[src/rtl/seq_det_scheduler_pkg.sv]
// seq_sched_pkg: FSM state encoding, default pattern constants and the
// detection-count width helper shared by the scheduler slice.
// Build option: define SEQ_DET_OVERLAP_EN for overlapping detection
// (the detection count then widens to cover every bit of a burst).
package seq_sched_pkg;

    typedef enum logic [1:0] {
        IDLE   = 2'd0,
        RUN    = 2'd1,
        REPORT = 2'd2
    } state_t;

    localparam int         DEF_PAT_LEN = 4;
    localparam logic [3:0] DEF_PATTERN = 4'b1011;

    // Width needed to hold the largest possible per-burst detection count.
    function automatic int cnt_width(input int burst_len, input int pat_len);
        int max_det;
`ifdef SEQ_DET_OVERLAP_EN
        // Overlapped matches can complete on (almost) every accepted bit.
        max_det = (pat_len >= 1) ? burst_len : 0;
`else
        // Non-overlapped matches consume PAT_LEN bits each.
        max_det = burst_len / pat_len;
`endif
        return $clog2(max_det + 1);
    endfunction

endpackage

[src/rtl/seq_det_scheduler_if.sv]
// seq_det_scheduler_if: requester streams, grants and the per-burst result
// handshake. master = sources/consumer side, slave = scheduler side.
// Count width follows SEQ_DET_OVERLAP_EN through seq_sched_pkg::cnt_width.
interface seq_det_scheduler_if
    import seq_sched_pkg::*;
#(
    parameter int N_REQ     = 4,
    parameter int PAT_LEN   = DEF_PAT_LEN,
    parameter int BURST_LEN = 16,
    parameter int ID_W      = $clog2(N_REQ),
    parameter int CNT_W     = cnt_width(BURST_LEN, PAT_LEN)
);
    logic [N_REQ-1:0] req;
    logic [N_REQ-1:0] bit_valid;
    logic [N_REQ-1:0] bit_in;
    logic [N_REQ-1:0] grant;
    logic [N_REQ-1:0] bit_ready;
    logic             detect;
    logic             res_valid;
    logic             res_ready;
    logic [ID_W-1:0]  res_id;
    logic [CNT_W-1:0] res_count;
    logic             res_abort;

    modport master (
        output req, bit_valid, bit_in, res_ready,
        input  grant, bit_ready, detect, res_valid, res_id, res_count, res_abort
    );

    modport slave (
        input  req, bit_valid, bit_in, res_ready,
        output grant, bit_ready, detect, res_valid, res_id, res_count, res_abort
    );
endinterface

[src/rtl/seq_det_scheduler_core.sv]
// seq_det_core: Mealy serial pattern detector (MSB of PATTERN first).
// detect is combinational from the registered window plus the incoming bit.
// SEQ_DET_OVERLAP_EN: the match-spacing counter is not cleared on a match,
// so overlapping occurrences are all reported.
module seq_det_core
    import seq_sched_pkg::*;
#(
    parameter int                 PAT_LEN = DEF_PAT_LEN,
    parameter logic [PAT_LEN-1:0] PATTERN = DEF_PATTERN
) (
    input  logic clk,
    input  logic reset,
    input  logic clr,
    input  logic bit_valid,
    input  logic bit_in,
    output logic detect
);
    localparam int SW = $clog2(PAT_LEN + 1);

    logic [PAT_LEN-1:0] win;
    logic [PAT_LEN-1:0] win_nxt;
    logic [SW-1:0]      since;   // accepted bits since burst start / last match, saturating

    assign win_nxt = {win[PAT_LEN-2:0], bit_in};
    // The current bit counts toward the PAT_LEN-bit requirement.
    assign detect  = bit_valid && (win_nxt == PATTERN) && (since >= SW'(PAT_LEN - 1));

    // Window shift and match-spacing counter; cleared between bursts.
    always_ff @(posedge clk or negedge reset) begin
        if (!reset) begin
            win   <= '0;
            since <= '0;
        end else if (clr) begin
            win   <= '0;
            since <= '0;
        end else if (bit_valid) begin
            win <= win_nxt;
`ifdef SEQ_DET_OVERLAP_EN
            if (since != SW'(PAT_LEN)) since <= since + 1'b1;
`else
            if (detect)                     since <= '0;
            else if (since != SW'(PAT_LEN)) since <= since + 1'b1;
`endif
        end
    end
endmodule

[src/rtl/seq_det_scheduler.sv]
// seq_det_scheduler: round-robin time-sharing of one serial detector among
// N_REQ requesters, BURST_LEN bits per grant, per-burst result handshake.
// Build option SEQ_DET_OVERLAP_EN (see seq_det_core / seq_sched_pkg).
module seq_det_scheduler
    import seq_sched_pkg::*;
#(
    parameter int                 N_REQ     = 4,
    parameter int                 PAT_LEN   = DEF_PAT_LEN,
    parameter logic [PAT_LEN-1:0] PATTERN   = DEF_PATTERN,
    parameter int                 BURST_LEN = 16,
    parameter int                 ID_W      = $clog2(N_REQ),
    parameter int                 CNT_W     = cnt_width(BURST_LEN, PAT_LEN)
) (
    input  logic                clk,
    input  logic                reset,
    seq_det_scheduler_if.slave  bus
);
    localparam int BIT_W = $clog2(BURST_LEN + 1);

    state_t           state;
    logic [N_REQ-1:0] grant_q;
    logic [ID_W-1:0]  g_idx;
    logic [ID_W-1:0]  rr_ptr;
    logic [BIT_W-1:0] bit_cnt;
    logic [CNT_W-1:0] det_cnt;
    logic             abort_q;

    logic [ID_W-1:0]  pick;
    logic [ID_W-1:0]  idx;
    logic             found;
    logic             g_req, g_valid, g_bit, accept, det;

    // Round-robin pick: first requesting lane at or after rr_ptr.
    always_comb begin
        pick  = '0;
        idx   = '0;
        found = 1'b0;
        for (int i = 0; i < N_REQ; i++) begin
            idx = ID_W'((int'(rr_ptr) + i) % N_REQ);
            if (!found && bus.req[idx]) begin
                found = 1'b1;
                pick  = idx;
            end
        end
    end

    // Lane mux; a dropped request blocks acceptance in that same cycle.
    assign g_req   = bus.req[g_idx];
    assign g_valid = bus.bit_valid[g_idx];
    assign g_bit   = bus.bit_in[g_idx];
    assign accept  = (state == RUN) && g_req && g_valid;

    seq_det_core #(
        .PAT_LEN (PAT_LEN),
        .PATTERN (PATTERN)
    ) u_core (
        .clk       (clk),
        .reset     (reset),
        .clr       (state == IDLE),
        .bit_valid (accept),
        .bit_in    (g_bit),
        .detect    (det)
    );

    // Scheduler FSM: grant, burst counting, result hold and pointer advance.
    always_ff @(posedge clk or negedge reset) begin
        if (!reset) begin
            state   <= IDLE;
            grant_q <= '0;
            g_idx   <= '0;
            rr_ptr  <= '0;
            bit_cnt <= '0;
            det_cnt <= '0;
            abort_q <= 1'b0;
        end else begin
            case (state)
                IDLE: begin
                    bit_cnt <= '0;
                    det_cnt <= '0;
                    abort_q <= 1'b0;
                    if (found) begin
                        grant_q <= N_REQ'(1) << pick;
                        g_idx   <= pick;
                        state   <= RUN;
                    end
                end
                RUN: begin
                    if (!g_req) begin
                        abort_q <= 1'b1;
                        state   <= REPORT;
                    end else if (g_valid) begin
                        bit_cnt <= bit_cnt + 1'b1;
                        if (det && (det_cnt != '1)) det_cnt <= det_cnt + 1'b1;
                        if (bit_cnt == BIT_W'(BURST_LEN - 1)) state <= REPORT;
                    end
                end
                REPORT: begin
                    if (bus.res_ready) begin
                        grant_q <= '0;
                        rr_ptr  <= (int'(g_idx) == N_REQ - 1) ? '0 : g_idx + 1'b1;
                        state   <= IDLE;
                    end
                end
                default: state <= IDLE;
            endcase
        end
    end

    assign bus.grant     = grant_q;
    assign bus.bit_ready = (state == RUN) ? grant_q : '0;
    assign bus.detect    = det;
    assign bus.res_valid = (state == REPORT);
    assign bus.res_id    = g_idx;
    assign bus.res_count = det_cnt;
    assign bus.res_abort = abort_q;
endmodule
[src/flat_wrapper.sv]
// flat-port wrapper written by rule: the top's interface ports become plain ports
module seq_det_scheduler_flat import seq_sched_pkg::*;
#(
    parameter int                 N_REQ     = 4,
    parameter int                 PAT_LEN   = DEF_PAT_LEN,
    parameter logic [PAT_LEN-1:0] PATTERN   = DEF_PATTERN,
    parameter int                 BURST_LEN = 16,
    parameter int                 ID_W      = $clog2(N_REQ),
    parameter int                 CNT_W     = cnt_width(BURST_LEN, PAT_LEN)
)
  (clk, reset, bus_req, bus_bit_valid, bus_bit_in, bus_res_ready, bus_grant, bus_bit_ready, bus_detect, bus_res_valid, bus_res_id, bus_res_count, bus_res_abort);
  seq_det_scheduler_if #(.N_REQ(N_REQ), .PAT_LEN(PAT_LEN), .BURST_LEN(BURST_LEN), .ID_W(ID_W), .CNT_W(CNT_W)) bus_i ();
  input  logic clk;
  input  logic reset;
  input wire logic [$bits(bus_i.req)-1:0] bus_req;
  input wire logic [$bits(bus_i.bit_valid)-1:0] bus_bit_valid;
  input wire logic [$bits(bus_i.bit_in)-1:0] bus_bit_in;
  input wire logic [$bits(bus_i.res_ready)-1:0] bus_res_ready;
  output wire logic [$bits(bus_i.grant)-1:0] bus_grant;
  output wire logic [$bits(bus_i.bit_ready)-1:0] bus_bit_ready;
  output wire logic [$bits(bus_i.detect)-1:0] bus_detect;
  output wire logic [$bits(bus_i.res_valid)-1:0] bus_res_valid;
  output wire logic [$bits(bus_i.res_id)-1:0] bus_res_id;
  output wire logic [$bits(bus_i.res_count)-1:0] bus_res_count;
  output wire logic [$bits(bus_i.res_abort)-1:0] bus_res_abort;
  assign bus_i.req = bus_req;
  assign bus_i.bit_valid = bus_bit_valid;
  assign bus_i.bit_in = bus_bit_in;
  assign bus_i.res_ready = bus_res_ready;
  assign bus_grant = bus_i.grant;
  assign bus_bit_ready = bus_i.bit_ready;
  assign bus_detect = bus_i.detect;
  assign bus_res_valid = bus_i.res_valid;
  assign bus_res_id = bus_i.res_id;
  assign bus_res_count = bus_i.res_count;
  assign bus_res_abort = bus_i.res_abort;
  seq_det_scheduler #(.N_REQ(N_REQ), .PAT_LEN(PAT_LEN), .PATTERN(PATTERN), .BURST_LEN(BURST_LEN), .ID_W(ID_W), .CNT_W(CNT_W)) u_core (.clk(clk), .reset(reset), .bus(bus_i));
endmodule
[config.mk]
export PLATFORM = sky130hd
export DESIGN_NAME = seq_det_scheduler_flat
export DESIGN_NICKNAME = d
export VERILOG_FILES = /design/src/rtl/seq_det_scheduler_pkg.sv /design/src/rtl/seq_det_scheduler_if.sv /design/src/rtl/seq_det_scheduler_core.sv /design/src/rtl/seq_det_scheduler.sv /design/src/flat_wrapper.sv
export SDC_FILE = /design/constraint.sdc
export NUM_CORES = 1
export LEC_CHECK = 0
export CORE_MARGIN = 4
export CORE_UTILIZATION = 40
export DETAILED_ROUTE_END_ITERATION = 8
export DONT_BUFFER_PORTS = 1
export SKIP_LAST_GASP = 1
export SLEW_MARGIN = 10
export SYNTH_ARGS = -nofsm -noshare
export SYNTH_HDL_FRONTEND = slang
export SYNTH_SLANG_ARGS = --single-unit
[constraint.sdc]
create_clock -name clk -period 4.3 [get_ports clk]
set_input_delay 0.86 -clock clk [delete_from_list [all_inputs] [get_ports clk]]
set_output_delay 0.86 -clock clk [all_outputs]
set_load 0.01 [all_outputs]
## Yosys cells after proc, flatten, opt, wreduce, memory -nomap -nowiden

Index checks and enable logic that the tools add are counted.

- Memory bits (writable): 0
- Output and inout port bits: 16
- Latch bits: 0
- Flip-flop bits (word level): 25
- Logic and storage cells: 110
- Memories kept: 0
- Bits of input ports: 15
- Bits in read-only memories: 0

- Shift operators: 1
- Multiplexer cells: 48
- Add/sub/neg operators: 7
- Bitwise logic cells: 0
- Order comparisons: 6
- Multiply operators: 0
- Equal/unequal tests: 15
- Div/mod/pow operators: 0
- Reduce and logical (&&, ||, !) cells: 24

Operator list:

| kind | number |
|---|---|
| $mux W3 | 9 |
| $mux W2 | 10 |
| $lt A2 B3 Y1 const B | 5 |
| $bmux W1 S2 | 7 |
| $mux W1 | 12 |
| $mux W4 | 3 |
| $ne A3 B3 Y1 const B | 4 |
| $mux W5 | 2 |
| $pmux W5 S2 | 1 |
| $logic_and A1 B1 Y1 | 8 |
| $pmux W4 S2 | 1 |
| $reduce_and A2 Y1 | 4 |
| $reduce_and A4 Y1 | 2 |
| $add A3 B1 Y3 const B | 2 |
| $ne A2 B1 Y1 const B | 3 |
| $ne A2 B2 Y1 const B | 3 |
| $pmux W2 S3 | 1 |
| $pmux W3 S2 | 1 |
| $reduce_and A3 Y1 | 2 |
| $reduce_bool A2 Y1 | 3 |
| $add A5 B1 Y5 const B | 1 |
| $eq A5 B4 Y1 const B | 1 |
| $add A2 B1 Y2 const B | 2 |
| $add A2 B2 Y2 const B | 2 |
| 9 further kinds | 12 |

## Logic depth before layout (Yosys ltp)

- Word-level depth: 15
- Mapped depth: 6
- Mapped depth without buffers: 6

## Cells and area by module

Synthesis repeated with hierarchy kept, for this count alone.

- Cell total of the unflattened synthesis: 148
- Area total of the unflattened synthesis: 1,516.5 µm²

Modules (own cells, without submodules):

| module | instances | area each (µm²) | cells each | sequential area each (µm²) |
|---|---|---|---|---|
| seq_det_scheduler | 1 | 1,154.9 | 113 | 475.5 |
| seq_det_core | 1 | 361.6 | 35 | 150.1 |

## Worst setup path before layout

Ideal clock, no wire load.

- Path type: input port to output port
- From: in bus_bit_valid[3]
- To: out bus_detect
- Path buffers: 1
- Required time: 3.440 ns
- Arrival: 1.820 ns
- Stages on the path: 4
- Slack: 1.620 ns
- Cell sequence: mux2i_1 > mux2_2 > clkbuf_1 > nor3_1

- Cells in the longest elaborated chain, start to end: 5

RTL lines:

| what | RTL line | RTL |
|---|---|---|
| from (decl) | flat_wrapper.sv:16 | `input wire logic [$bits(bus_i.bit_valid)-1:0] bus_bit_valid;` |
| $bmux W1 S2 | seq_det_scheduler.sv:49 | `assign g_valid = bus.bit_valid[g_idx];` |
| $mux W1 (implied by the code) | seq_det_scheduler.sv:49 |  |
| $logic_and A1 B1 Y1 | seq_det_scheduler.sv:51 | `assign accept = (state == RUN) && g_req && g_valid;` |
| $logic_and A1 B1 Y1 (2 in series) | seq_det_scheduler_core.sv:26 | `assign detect = bit_valid && (win_nxt == PATTERN) && (since >= SW'(PAT_LEN - 1));` |
| to (decl) | flat_wrapper.sv:21 | `output wire logic [$bits(bus_i.detect)-1:0] bus_detect;` |

No other way between the ends. The select of a mux whose other input is x is not followed.

## Final worst setup path

- From: reg u_core.g_idx[0] (netlist: u_core.bus.res_id[0])
- To: out bus_detect

- Cells in the longest elaborated chain, start to end: 6
- Elaborated cells between the ends (all ways): 11
- Classes of those cells: eq/ne (1); mux (6); reduce/logical (4)

RTL lines:

| what | RTL line | RTL |
|---|---|---|
| from (decl) | seq_det_scheduler.sv:22 | `logic [ID_W-1:0] g_idx;` |
| from (signal assigned) | seq_det_scheduler.sv:83 | `g_idx <= pick;` |
| branches (longest 4 deep; another with $eq A4 B4 Y1) | n/a |  |
| $logic_and A1 B1 Y1 (*) (2 in series) | seq_det_scheduler_core.sv:26 |  |

Every way passes the cells marked *. The select of a mux whose other input is x is not followed.

==> impl_metrics.ini <==
[logic_synthesis]
synth_top_area_share_pct = 39.31
synth-edff-count = 0
ys_types = 48
synthFlopType = dfrtp_1
syn-cell-area_um2 = 1592
yosysSeqAreaShare_pct = 39.31
ys_top_cells_by_area = dfrtp_1, ha_1, nand2_1
yosysWarnings = 0
yosysTopAreaCell = dfrtp_1
postSynthAreaPerCell_um2 = 9.947
synth-seq-cells = 25
async_reset_ff_share_pct = 100.0
syn_inst = 160
syn-num-nets = 183

[clocking]
cts_max_level = 1
ctsHoldBuffers = 0
clkSlewWorstSetupHoldPaths_ps = 90
clkLatencyLatePin_ps = 270
post_cts_buffers = 0
cts_tree = built
cts_buffers = 3
ctsResizeCount = 0
root_buffer = clkbuf_8
cts.sinks = 25
cts_max_path_buffers = 2

[worst_setup_path]
critPathLaunchType = flop
worstPathArrival_ps = 2060
worstSetupEndpointType = primary output
path_class = reg -> out
endpoint = bus_detect
rr_startpoint = u_core.bus.res_id[0]
required_ps = 3440
timing.rr.end = u_core.u_core.since[0]
worstPathMaxFanout = 12
reg2reg_depth = 4
startpoint = u_core.bus.res_id[0]
reg2reg_slack_ps = 1880

[route]
ant_nets = 0
post-route-drc-count = 0
post_drt_via_cell_ratio = 5.961
vias = 1210
dr.pass1.iters = 4
drt_first_iter_violations = 55
wl_um = 3376
wl_per_cell_um = 16.63

[placed_design]
port_buffers = 0
gp_congestion = 0.8093
place_hpwl_um = 2540
dp.cells = 199
place_ws_ps = 1591
place_area_um2 = 1587

[finish]
antenna_cells = 0
area_growth_syn_to_layout_pct = 2.752
fillers = 399
final_cells = 203
regArea_um2 = 625.6
fin_nets = 179
fin_util_pct = 43.68
drive_gt1_share_pct = 8.387
final_area_um2 = 1635
multiInputGateArea_um2 = 878.3

[global_routing]
first_global_vias = 1213
grt_use_total_pct = 13.74
overflow = 0
antenna_found_initial = 0
grt_pass1_wl_um = 5678
grt_max_degree = 26

[timing]
rsz0062_at_grt = no
worstMarginPinSlew_ps = 972.5
finalWorstSetupSlack_ps = 1381
min_period_ps = 2919
skew_ps = 4.912
fmax_mhz = 342.6
holdWs_ps = 271.6
max_slew_margin_pct = 35.17
finalHoldViolations = 0
finalSetupTns_ps = 0
fin_crit_sh_pct = 67.88
setup_viol = 0
finalMaxSlewViolations = 0

[floorplan]
dieWidth_um = 71.08
core-area_um2 = 3744
io_pins = 31
dieArea_um2 = 5052
row_count = 22
start_util_pct = 42.51
die_h_um = 71.08

[job]
maxCapViolCount = 0

[run_status]
status = finished, final reports clean

[power_and_ir_drop]
swShare_pct = 43.74
ir_worst_vdd_v = 0.0003171
seqPwrFrac_pct = 43.5
power.leakage_nw = 0.7119
power.switching_uw = 413.2
p_clk_share_pct = 15.2
p_int_uw = 531.5
p_per_area_nw_per_um2 = 577.7
comb_power_share_pct = 41.3
p_total_uw = 944.6

[worst_hold_path]
hp-class = in -> async
==> cell type report <==
class                      instances  area share (%)
clock buffer                       3           2.525
clock inverter                     1          0.4591
inverter                           6           1.377
multi-input combinational        120           53.71
sequential                        25           38.26
tap                               48           3.673
==> registers in the layout (all words and copies together), names as in the netlist <==
name	cells
u_core.u_core.win	3
u_core.state	2
u_core.bit_cnt	5
u_core.bus.res_id	2
u_core.rr_ptr	2
u_core.bus.res_abort	1
u_core.bus.grant	4
u_core.bus.res_count	3
u_core.u_core.since	3
==> placed cells by master, fill, tap and decap left out, drive strengths merged, types with 3 or more instances in the layout <==
master | Yosys | final
mux2i | 6 | 6
nor2b | 5 | 5
nand3 | 6 | 6
o22a | 3 | 3
a21oi | 6 | 6
nand2 | 20 | 20
o21ai | 6 | 6
clkbuf | 3 | 3
nor2 | 4 | 4
o31ai | 4 | 4
and2 | 8 | 8
a31oi | 3 | 3
dfrtp | 25 | 25
a22o | 5 | 5
ha | 8 | 8
inv | 6 | 6
==> cells by family after synthesis <==
kind of cell	Yosys count	share of synthesized area [%]
simple gates	61	21.23
compound gates	41	19.66
flops	25	39.31
buf+inv	15	5.502
mux	10	8.019
fa+ha+maj	8	6.290
==> worst min-delay path by stage <==
stage	slack (ps)	startpoint	end
2_1_floorplan	470	u_core.bit_cnt[0]	u_core.bit_cnt[0]
3_3_place_gp	510	u_core.bit_cnt[4]	u_core.bit_cnt[4]
3_5_place_dp	510	u_core.bit_cnt[0]	u_core.bit_cnt[0]
4_1_cts	260	reset	u_core.bus.res_count[2]
5_1_grt	250	reset	u_core.bus.res_count[2]
6_report	270	reset	u_core.rr_ptr[1]
==> layer usage <==
metal	track usage, %	wire, um
met5	0	0
met4	3.967	17
met3	3.835	206
met2	22.66	1618
met1	17.57	1534
==> power by group through the flow <==
stage	registers (mW)	clock network, mW	logic [mW]
6_report	0.411	0.144	0.390
4_1_cts	0.412	0.148	0.389
5_1_grt	0.425	0.161	0.432
3_5_place_dp	0.414	0	0.388
2_1_floorplan	0.359	0	0.388
3_3_place_gp	0.412	0	0.376
==> worst max-delay path, stage by stage, from the launching register on <==
cell and delay, ps:
dfrtp_1 550, or3b_4 450, o22a_4 250, nor3_1 530
==> synthesized netlist by cell type, types with 2 or more instances <==
cell and count:
inv_1 6, a22o_1 5, and2_1 8, and3_1 2, mux2_2 2, o31ai_1 4
mux4_2 2, a31oi_1 3, mux2i_1 6, buf_6 3, nor2b_1 5, nand2_1 20
o22a_1 2, a221o_1 2, dfrtp_1 25, o21ai_0 6, nand3_1 6, and4b_1 2
clkbuf_1 3, or4_1 2, o22ai_1 2, a21oi_1 6, ha_1 8, nand4b_1 2
buf_4 2, nor2_1 4
No activity file was read; power rests on OpenSTA's default activity.
